**config.mk**
```make
export PLATFORM = sky130hd
export DESIGN_NAME = muldiv_unit_flat
export DESIGN_NICKNAME = d
export VERILOG_FILES = /design/src/rtl/muldiv_pkg.sv /design/src/rtl/muldiv_if.sv /design/src/rtl/muldiv_signfix.sv /design/src/rtl/muldiv_unit.sv /design/src/flat_wrapper.sv
export SDC_FILE = /design/constraint.sdc
export NUM_CORES = 1
export LEC_CHECK = 0
export CAP_MARGIN = 20
export CORE_MARGIN = 2
export CORE_UTILIZATION = 29
export DETAILED_ROUTE_END_ITERATION = 6
export PLACE_DENSITY = 0.56
export SLEW_MARGIN = 30
export SYNTH_ARGS = -nofsm -noshare
export SYNTH_HDL_FRONTEND = slang
export SYNTH_SLANG_ARGS = --single-unit
```
**constraint.sdc**
```tcl
create_clock -name clk -period 10 [get_ports clk]
set_input_delay 2 -clock clk [delete_from_list [all_inputs] [get_ports clk]]
set_output_delay 2 -clock clk [all_outputs]
set_load 0.01 [all_outputs]
```
**src/rtl/muldiv_pkg.sv**
```systemverilog
// muldiv_pkg: shared types and constants for the iterative multiply/divide unit.
//   md_op_e    : MDOperation encodings (MULT, MULTU, DIV, DIVU)
//   md_state_e : sequencer states (IDLE, CALC, FIX)
//   MD_ITER    : iterations per operation on the shift/subtract path
package muldiv_pkg;

  typedef enum logic [1:0] {
    MD_MULT  = 2'b00,
    MD_MULTU = 2'b01,
    MD_DIV   = 2'b10,
    MD_DIVU  = 2'b11
  } md_op_e;

  typedef enum logic [1:0] {
    S_IDLE = 2'b00,
    S_CALC = 2'b01,
    S_FIX  = 2'b10
  } md_state_e;

  localparam int unsigned MD_ITER = 32;

  function automatic logic md_is_mul(input md_op_e op);
    return (op == MD_MULT) || (op == MD_MULTU);
  endfunction

  function automatic logic md_is_signed(input md_op_e op);
    return (op == MD_MULT) || (op == MD_DIV);
  endfunction

endpackage

```
**src/rtl/muldiv_if.sv**
```systemverilog
// muldiv_if: EX-stage request/result bundle between the pipeline and muldiv_unit.
//   MDStart, MDOperation, A, B, MTHI, MTLO : pipeline -> unit
//   Busy, Done, HI, LO                     : unit -> pipeline
// master = pipeline side, slave = muldiv_unit side.
// WIDTH must match the WIDTH of the muldiv_unit it is bound to.
interface muldiv_if #(
  parameter int WIDTH = 32
) ();
  import muldiv_pkg::*;

  logic             MDStart;
  logic [1:0]       MDOperation;
  logic [WIDTH-1:0] A;
  logic [WIDTH-1:0] B;
  logic             MTHI;
  logic             MTLO;
  logic             Busy;
  logic             Done;
  logic [WIDTH-1:0] HI;
  logic [WIDTH-1:0] LO;

  modport master (
    output MDStart, MDOperation, A, B, MTHI, MTLO,
    input  Busy, Done, HI, LO
  );

  modport slave (
    input  MDStart, MDOperation, A, B, MTHI, MTLO,
    output Busy, Done, HI, LO
  );

endinterface

```
**src/rtl/muldiv_signfix.sv**
```systemverilog
// muldiv_signfix: combinational conditional two's-complement negate.
//   neg  : 1 -> dout = -din, 0 -> dout = din
//   din  : N-bit value
//   dout : N-bit result
// Used for operand magnitude at capture and for sign correction of results.
module muldiv_signfix #(
  parameter int N = 32
) (
  input  logic         neg,
  input  logic [N-1:0] din,
  output logic [N-1:0] dout
);

  always_comb begin
    dout = din;
    if (neg) dout = ~din + 1'b1;
  end

endmodule

```
**src/rtl/muldiv_unit.sv**
```systemverilog
// muldiv_unit: iterative MULT/MULTU/DIV/DIVU unit with architectural HI/LO.
//   clk   : system clock, rising edge
//   reset : asynchronous, active-low
//   bus   : muldiv_if.slave (MDStart, MDOperation, A, B, MTHI, MTLO in;
//           Busy, Done, HI, LO out)
// Operations take 33 cycles: 32 shift-add / restoring-divide steps on
// operand magnitudes, then a FIX cycle that applies signs and writes HI/LO.
// Divide by zero yields LO = all ones, HI = original dividend.
// Optional: define MULDIV_FAST_MULT_EN for a single-cycle multiply
// (IDLE -> FIX); divide is unaffected.
module muldiv_unit
  import muldiv_pkg::*;
#(
  parameter int WIDTH = 32,
  parameter int CNT_W = 6
) (
  input  logic     clk,
  input  logic     reset,
  muldiv_if.slave  bus
);

  md_state_e          state;
  md_op_e             op_q;
  md_op_e             op_in;
  logic               sa, sb;
  logic               in_sa, in_sb;
  logic               busy_q, done_q;
  logic [CNT_W-1:0]   cnt;
  logic [WIDTH-1:0]   opa, opb;
  logic [WIDTH-1:0]   hi_r, lo_r;
  logic [WIDTH-1:0]   hi_q, lo_q;
  logic [WIDTH-1:0]   absa, absb;
  logic [WIDTH-1:0]   quo_fix, rem_fix;
  logic [2*WIDTH-1:0] prod_src, prod_fix;
  logic [WIDTH:0]     mul_sum, div_shift, div_diff;

  assign op_in = md_op_e'(bus.MDOperation);
  assign in_sa = md_is_signed(op_in) & bus.A[WIDTH-1];
  assign in_sb = md_is_signed(op_in) & bus.B[WIDTH-1];

  muldiv_signfix #(.N(WIDTH)) u_absa (.neg(in_sa), .din(bus.A), .dout(absa));
  muldiv_signfix #(.N(WIDTH)) u_absb (.neg(in_sb), .din(bus.B), .dout(absb));

  // Working pair {hi_r,lo_r}: multiply = {partial product, multiplier},
  // divide = {partial remainder, dividend shifting into quotient}.
  always_comb begin
    mul_sum   = {1'b0, hi_r} + (lo_r[0] ? {1'b0, opa} : '0);
    div_shift = {hi_r, lo_r[WIDTH-1]};
    // Partial remainder stays below the divisor, so bit WIDTH of the
    // difference is a clean borrow flag (never set when divisor is zero).
    div_diff  = div_shift - {1'b0, opb};
  end

  always_comb begin
`ifdef MULDIV_FAST_MULT_EN
    prod_src = {{WIDTH{1'b0}}, opa} * {{WIDTH{1'b0}}, opb};
`else
    prod_src = {hi_r, lo_r};
`endif
  end

  muldiv_signfix #(.N(2*WIDTH)) u_prodfix (.neg(sa ^ sb), .din(prod_src), .dout(prod_fix));
  muldiv_signfix #(.N(WIDTH))   u_quofix  (.neg(sa ^ sb), .din(lo_r),     .dout(quo_fix));
  muldiv_signfix #(.N(WIDTH))   u_remfix  (.neg(sa),      .din(hi_r),     .dout(rem_fix));

  always_ff @(posedge clk or negedge reset) begin
    if (!reset) begin
      state  <= S_IDLE;
      op_q   <= MD_MULT;
      sa     <= 1'b0;
      sb     <= 1'b0;
      busy_q <= 1'b0;
      done_q <= 1'b0;
      cnt    <= '0;
      opa    <= '0;
      opb    <= '0;
      hi_r   <= '0;
      lo_r   <= '0;
      hi_q   <= '0;
      lo_q   <= '0;
    end else begin
      done_q <= 1'b0;
      case (state)
        S_IDLE: begin
          if (bus.MDStart) begin
            op_q   <= op_in;
            sa     <= in_sa;
            sb     <= in_sb;
            opa    <= absa;
            opb    <= absb;
            hi_r   <= '0;
            lo_r   <= md_is_mul(op_in) ? absb : absa;
            cnt    <= '0;
            busy_q <= 1'b1;
`ifdef MULDIV_FAST_MULT_EN
            state  <= md_is_mul(op_in) ? S_FIX : S_CALC;
`else
            state  <= S_CALC;
`endif
          end else begin
            if (bus.MTHI) hi_q <= bus.A;
            if (bus.MTLO) lo_q <= bus.A;
          end
        end
        S_CALC: begin
          if (md_is_mul(op_q)) begin
            {hi_r, lo_r} <= {mul_sum, lo_r[WIDTH-1:1]};
          end else if (!div_diff[WIDTH]) begin
            hi_r <= div_diff[WIDTH-1:0];
            lo_r <= {lo_r[WIDTH-2:0], 1'b1};
          end else begin
            hi_r <= div_shift[WIDTH-1:0];
            lo_r <= {lo_r[WIDTH-2:0], 1'b0};
          end
          cnt <= cnt + 1'b1;
          if (cnt == CNT_W'(WIDTH - 1)) state <= S_FIX;
        end
        S_FIX: begin
          if (md_is_mul(op_q)) begin
            {hi_q, lo_q} <= prod_fix;
          end else begin
            // Zero divisor leaves the dividend magnitude as remainder, so the
            // signed remainder fix restores the original A in HI.
            lo_q <= (opb == '0) ? '1 : quo_fix;
            hi_q <= rem_fix;
          end
          busy_q <= 1'b0;
          done_q <= 1'b1;
          state  <= S_IDLE;
        end
        default: state <= S_IDLE;
      endcase
    end
  end

  assign bus.Busy = busy_q;
  assign bus.Done = done_q;
  assign bus.HI   = hi_q;
  assign bus.LO   = lo_q;

endmodule

```
**src/flat_wrapper.sv**
```systemverilog
// flat-port wrapper written by rule: the top's interface ports become plain ports
module muldiv_unit_flat import muldiv_pkg::*;
#(
  parameter int WIDTH = 32,
  parameter int CNT_W = 6
)
  (clk, reset, bus_MDStart, bus_MDOperation, bus_A, bus_B, bus_MTHI, bus_MTLO, bus_Busy, bus_Done, bus_HI, bus_LO);
  muldiv_if #(.WIDTH(WIDTH)) bus_i ();
  input  logic clk;
  input  logic reset;
  input wire logic [$bits(bus_i.MDStart)-1:0] bus_MDStart;
  input wire logic [$bits(bus_i.MDOperation)-1:0] bus_MDOperation;
  input wire logic [$bits(bus_i.A)-1:0] bus_A;
  input wire logic [$bits(bus_i.B)-1:0] bus_B;
  input wire logic [$bits(bus_i.MTHI)-1:0] bus_MTHI;
  input wire logic [$bits(bus_i.MTLO)-1:0] bus_MTLO;
  output wire logic [$bits(bus_i.Busy)-1:0] bus_Busy;
  output wire logic [$bits(bus_i.Done)-1:0] bus_Done;
  output wire logic [$bits(bus_i.HI)-1:0] bus_HI;
  output wire logic [$bits(bus_i.LO)-1:0] bus_LO;
  assign bus_i.MDStart = bus_MDStart;
  assign bus_i.MDOperation = bus_MDOperation;
  assign bus_i.A = bus_A;
  assign bus_i.B = bus_B;
  assign bus_i.MTHI = bus_MTHI;
  assign bus_i.MTLO = bus_MTLO;
  assign bus_Busy = bus_i.Busy;
  assign bus_Done = bus_i.Done;
  assign bus_HI = bus_i.HI;
  assign bus_LO = bus_i.LO;
  muldiv_unit #(.WIDTH(WIDTH), .CNT_W(CNT_W)) u_core (.clk(clk), .reset(reset), .bus(bus_i));
endmodule
```
== Word-level counts from Yosys, hierarchy flattened ==
Cells that the tools add are included.

* Bits of input ports: 71
* Register bits after elaboration: 206
* Logic and storage cells: 87
* Output and inout bits: 66

* Multiplexer cells: 32
* Reduce and logical (&&, ||, !) cells: 15
* Bitwise gates (word level): 8
* Eq/ne operators: 11
* Add/subtract/negate cells: 8

{| class="wikitable"
|+ Operators by type and width
! operator !! count
|-
| 2-to-1 mux 32 bit || 18
|-
| case mux 32 bit (2 select lines) || 4
|-
| adder 32 x 1 -> 32 bit, second input constant || 4
|-
| inverter 32 bit || 4
|-
| adder 64 x 1 -> 64 bit, second input constant || 1
|-
| 2-to-1 mux 64 bit || 1
|-
| inverter 64 bit || 1
|-
| adder 32 x 33 -> 33 bit || 1
|-
| subtractor 33 x 32 -> 33 bit || 1
|-
| zero test 32 bit || 1
|-
| case mux 6 bit (2 select lines) || 1
|-
| inequality test 2 bit, second input constant || 4
|-
| AND reduction 2 bit || 4
|-
| adder 6 x 1 -> 6 bit, second input constant || 1
|-
| equality test 2 x 1 -> 1 bit, second input constant || 3
|-
| equality test 6 x 5 -> 1 bit, second input constant || 1
|-
| zero test 2 bit || 3
|-
| 2-to-1 mux 6 bit || 1
|-
| AND reduction 3 bit || 2
|-
| equality test 2 bit, second input constant || 2
|-
| 2-to-1 mux 2 bit || 2
|-
| case mux 2 bit (2 select lines) || 1
|-
| nonzero test 2 bit || 2
|-
| logical OR 1 bit || 3
|-
| other kinds (5) || 8
|}

== Longest topological paths before layout ==
* Depth in word-level cells: 7
* Mapped depth: 15

== Cells and area by module ==
From an unflattened synthesis, not the netlist that was laid out.

* Cells, all modules: 2248
* Area, all modules: 18427.7 um2

{| class="wikitable"
|+ Modules (own cells, without submodules)
! module !! area an instance (um2) !! times used !! cells an instance
|-
| muldiv_unit || 13670.6 || 1 || 1646
|-
| muldiv_signfix at u_core.u_absa ... || 777.0 || 4 || 99
|-
| muldiv_signfix at u_core.u_prodfix || 1649.1 || 1 || 206
|}

== Worst setup path before layout ==
OpenSTA, ideal clock, no wires.

* Path type: in2reg
* Start: input bus_B[10]
* End: register u_core.lo_r[29]
* Buffers on the path: 0
* Required time: 9.863 ns
* Path slack: 5.495 ns
* Library setup time: 0.137 ns
* Cell stages on the path: 9
* Arrival time: 4.368 ns
* Path through: or4_1 > or3_1 > nor4_1 > nand2_1 > o31ai_1 > xor2_1 > nand2_1 > a311oi_1 > a21oi_1

* Longest elaborated chain between the ends: 6

{| class="wikitable"
|+ Ends and longest elaborated chain
! what !! RTL line !! source
|-
| from (decl) || flat_wrapper.sv:14 || <nowiki>input wire logic [$bits(bus_i.B)-1:0] bus_B;</nowiki>
|-
| inverter 32 bit || muldiv_signfix.sv:16 || <nowiki>if (neg) dout = ~din + 1'b1;</nowiki>
|-
| adder 32 x 1 -> 32 bit || muldiv_signfix.sv:16 ||
|-
| 2-to-1 mux 32 bit || muldiv_signfix.sv:16 ||
|-
| 2-to-1 mux 32 bit || muldiv_unit.sv:92 || <nowiki>lo_r <= md_is_mul(op_in) ? absb : absa;</nowiki>
|-
| 2-to-1 mux 32 bit || muldiv_unit.sv:85 || <nowiki>if (bus.MDStart) begin</nowiki>
|-
| case mux 32 bit (2 select lines) || muldiv_unit.sv:83 || <nowiki>case (state)</nowiki>
|-
| to (signal assigned) || muldiv_unit.sv:92 ||
|-
| to (signal assigned) || muldiv_unit.sv:107 || <nowiki>{hi_r, lo_r} <= {mul_sum, lo_r[WIDTH-1:1]};</nowiki>
|-
| to (signal assigned) || muldiv_unit.sv:110 || <nowiki>lo_r <= {lo_r[WIDTH-2:0], 1'b1};</nowiki>
|-
| to (decl) || muldiv_unit.sv:30 || <nowiki>logic [WIDTH-1:0] hi_r, lo_r;</nowiki>
|}

Every way passes these cells. The select of a mux whose other input is x is not followed.
A chain may end at the register's enable or synchronous reset.

== Worst setup path after layout ==
* Start: input bus_B[1]
* End: register u_core.lo_r[29]

The elaborated chain is that of the path after synthesis.

==> metrics.cfg <==
[layout]
finalNetCount=2176
syn_to_final_growth_pct=17.61
utilization=0.3467
seq_area_um2=5131
antenna_cells=0
fin_cells=2750
final_layout_size_suffix_gt1_frac=0.04479
multiInputGateArea_um2=10140
nFillCells=5647

[synth]
synth_top_cells_by_count=247 x nand2_1, 206 x o21ai_0, 205 x dfrtp_1
syn_area_um2=15960
yosys_warnings=0
syn_nets=2120
synth-edff-count=0
ys.flop_type=dfrtp_1
synth.mux.area_fraction=0.03912
synth_top_area_cell=dfrtp_1
synth_xor_area_frac=0.09605
synthSimpleGateAreaFrac=0.1919
ys_top_cells_by_area=dfrtp_1 32%, o21ai_0 6.5%, nand2_1 5.8%, xnor2_1 5.7%, ha_1 5.4%
synth_compound_area_frac=0.2478
synth_seq_cells=205
ys_seq_area_frac=0.3215
yosysMostFrequentCell=nand2_1
synth_area_per_cell_um2=8.068
synth.top_cell.area_share=0.3215
synth_top_family_by_area=compound AO/OA/AOI/OAI gates
async_reset_ff_frac=1.000
syn_inst=1978
synth.distinct_cells=74
yosys.area_share.adder=0.05661

[placement]
placed_cells=2702
gp_congestion=0.9005
numPortBuffers=136
place_hpwl_um=47860
place_ws_ns=4.489

[sta]
slew_headroom=0.3017
min_period_ns=4.959
fin_skew_ns=0.02555
rsz0062_at_grt=false
slew_violations=0
setup_ws_ns=5.041
final-hold-violation-count=0
fin_setup_tns_ns=0
hold_slack_ns=0.4754
fmax_mhz=201.7
finalSetupViolations=0
tightest_slew_ns=1.039
finalCritPeriodShare=0.4959

[power_and_ir_drop]
p_seq_frac=0.271
p_int_mw=3.225
p_comb_frac=0.571
p_per_area_nw_per_um2=328.0
p_sw_mw=2.931
swShare=0.4761
clkPwrFrac=0.158
ir_drop_v=0.0001393
p_leak_nw=7.688

[clock_tree]
cts_setup_buffers=0
clk_pin_slew_ns=0.06
root_buffer=clkbuf_16
htreeDepth=1
cts-buffers-inserted=26
clk_latency_ns=0.56
clk_path_buf_depth=3
cts_tree=built
cts_resized=0
cts_hold_buf=0
cts_sinks=205

[worst_setup_path]
slowest_delay_ns=0.67
critPathTopFamily=simple AND/OR/NAND/NOR gates
critPathKind=in2reg
arrival_ns=5.38
worstPathMaxFanout=5
worstPathRequired_ns=10.42
worst-path-buf-inv=1
setup.worst_path.end_class=flip-flop
reg2reg_slack_ns=5.46
worst_path_max_delay_cell=nor4_1
start_kind=input port
r2r-end=u_core.hi_r[31]$_DFFE_PN0P_
path_cells=clkdlybuf4s50_1 > or4_1 > or3_1 > nor4_1 > nand2_1 > o31ai_1 > xor2_1 > nand2_1 > a311oi_1 > a21oi_1
crit_start=bus_B[1]
reg2reg_from=u_core.hi_r[0]$_DFFE_PN0P_
reg2reg_depth=12
crit_top_cell=nand2_1

[routing]
drc=0
ant_nets=0
avgViaCountPerCell=5.535
routedWlPerCell_um=22.34
drt_first_iter_violations=1337
totalWireLength_um=61440
vias=15220
firstDrtPassIters=7

[floorplanning]
rows=85
core_um2=54130
die_h_um=238.6
start_util=0.2948
fp.dieArea_um2=56920
fp.dieW_um=238.6
pin_count=137

[hold_path]
hold_path_depth=2
hp-class=reg2reg
min_to=u_core.opa[6]$_DFFE_PN0P_
min_from=u_core.opa[6]$_DFFE_PN0P_

[run_status]
status=complete, no violations

[global_route]
track_usage=0.2109
grt_pass1_wl_um=91930
grt_overflow=0
grt_start_max_net_pins=158
antenna_found_initial=3
grt_pass1_vias=14530

[job]
max_cap_violations=0

## cell type report
type	instances	area share
Tap cell	696	0.04640
Clock inverter	8	0.007333
Inverter	71	0.01420
Timing Repair Buffer	152	0.08000
Multi-Input combinational cell	1578	0.5401
Sequential cell	205	0.2734
Clock buffer	40	0.03853
## kinds of logic (layout without fill, tap and decap cells)
logic type | Yosys count | after routing
compound gates | 640 | 640
simple gates | 630 | 630
flops | 205 | 205
buf+inv | 195 | 271
xor+xnor | 175 | 175
fa+ha+maj | 71 | 71
mux | 62 | 62
## tightest hold or removal path, stage by stage, from the launching register on
cell and delay (ns):
dfrtp_1 0.34, nand2_1 0.05, o21ai_0 0.06
## metrics by stage
step	power, mW	area [µm²]
after floorplan	3.981	15960
after global placement	5.117	17870
after detailed placement	5.165	17890
after CTS	6.151	18750
after global routing	6.597	18770
final	6.156	18770
## per-layer routing
metal / vias up / share of wire / global-route usage
met4: 4 / 0.021 / 0.04962
li1: 7277 / - / -
met5: - / 0.00036 / 0
met1: 7404 / 0.44 / 0.2905
met3: 72 / 0.058 / 0.03014
met2: 463 / 0.48 / 0.3480
## sequential cells by signal (all words and copies together) (netlist names)
| register | flops |
|---|---|
| u_core.bus.HI | 32 |
| u_core.bus.LO | 32 |
| u_core.hi_r | 32 |
| u_core.lo_r | 32 |
| u_core.opa | 32 |
| u_core.opb | 32 |
| u_core.cnt | 6 |
| u_core.state | 2 |
| u_core.bus.Busy | 1 |
| u_core.bus.Done | 1 |
| u_core.op_q | 1 |
| u_core.sa | 1 |
| u_core.sb | 1 |
## how the worst max path moves through the flow
stage,endpoint,slack [ns],cells after the start
global route,u_core.lo_r[29]$_DFFE_PN0P_,4.76,10
CTS,u_core.lo_r[29]$_DFFE_PN0P_,5.10,10
global placement,u_core.lo_r[29]$_DFFE_PN0P_,4.50,10
finish,u_core.lo_r[29]$_DFFE_PN0P_,5.04,10
detailed placement,u_core.lo_r[29]$_DFFE_PN0P_,4.49,10
floorplan,u_core.lo_r[29]$_DFFE_PN0P_,5.50,9
## placed cells by master (no fill, tap or decap), types with 8 or more instances in the layout
| master | count |
|---|---|
| ha_1 | 69 |
| and3_1 | 18 |
| mux2i_1 | 59 |
| nand3_1 | 35 |
| and2_1 | 38 |
| nand2_1 | 247 |
| xor2_1 | 71 |
| a21oi_1 | 153 |
| buf_4 | 14 |
| o22ai_1 | 31 |
| nor2_1 | 97 |
| nand4_1 | 8 |
| nor2b_1 | 17 |
| dfrtp_1 | 204 |
| o211ai_1 | 15 |
| nand3b_1 | 10 |
| o221ai_1 | 14 |
| nand2b_1 | 19 |
| or4_1 | 10 |
| o21ai_1 | 10 |
| nor3_1 | 42 |
| clkbuf_16 | 26 |
| a21o_1 | 33 |
| or3_1 | 32 |
| a211oi_1 | 26 |
| clkbuf_1 | 12 |
| a22oi_1 | 20 |
| xnor2_1 | 102 |
| nor4_1 | 26 |
| o31ai_1 | 23 |
| a31oi_1 | 27 |
| inv_1 | 69 |
| o21ai_0 | 205 |
| o41ai_1 | 12 |
| o21a_1 | 11 |
| clkdlybuf4s50_1 | 135 |
## power groups by stage
stage	Combinational, mW	Clock (mW)	Sequential (mW)
after global routing	3.88	1.02	1.70
after global placement	3.45	0	1.66
after CTS	3.51	0.986	1.66
after detailed placement	3.49	0	1.67
final	3.52	0.972	1.67
after floorplan	2.56	0	1.42
(Power assumes the default switching activity.)
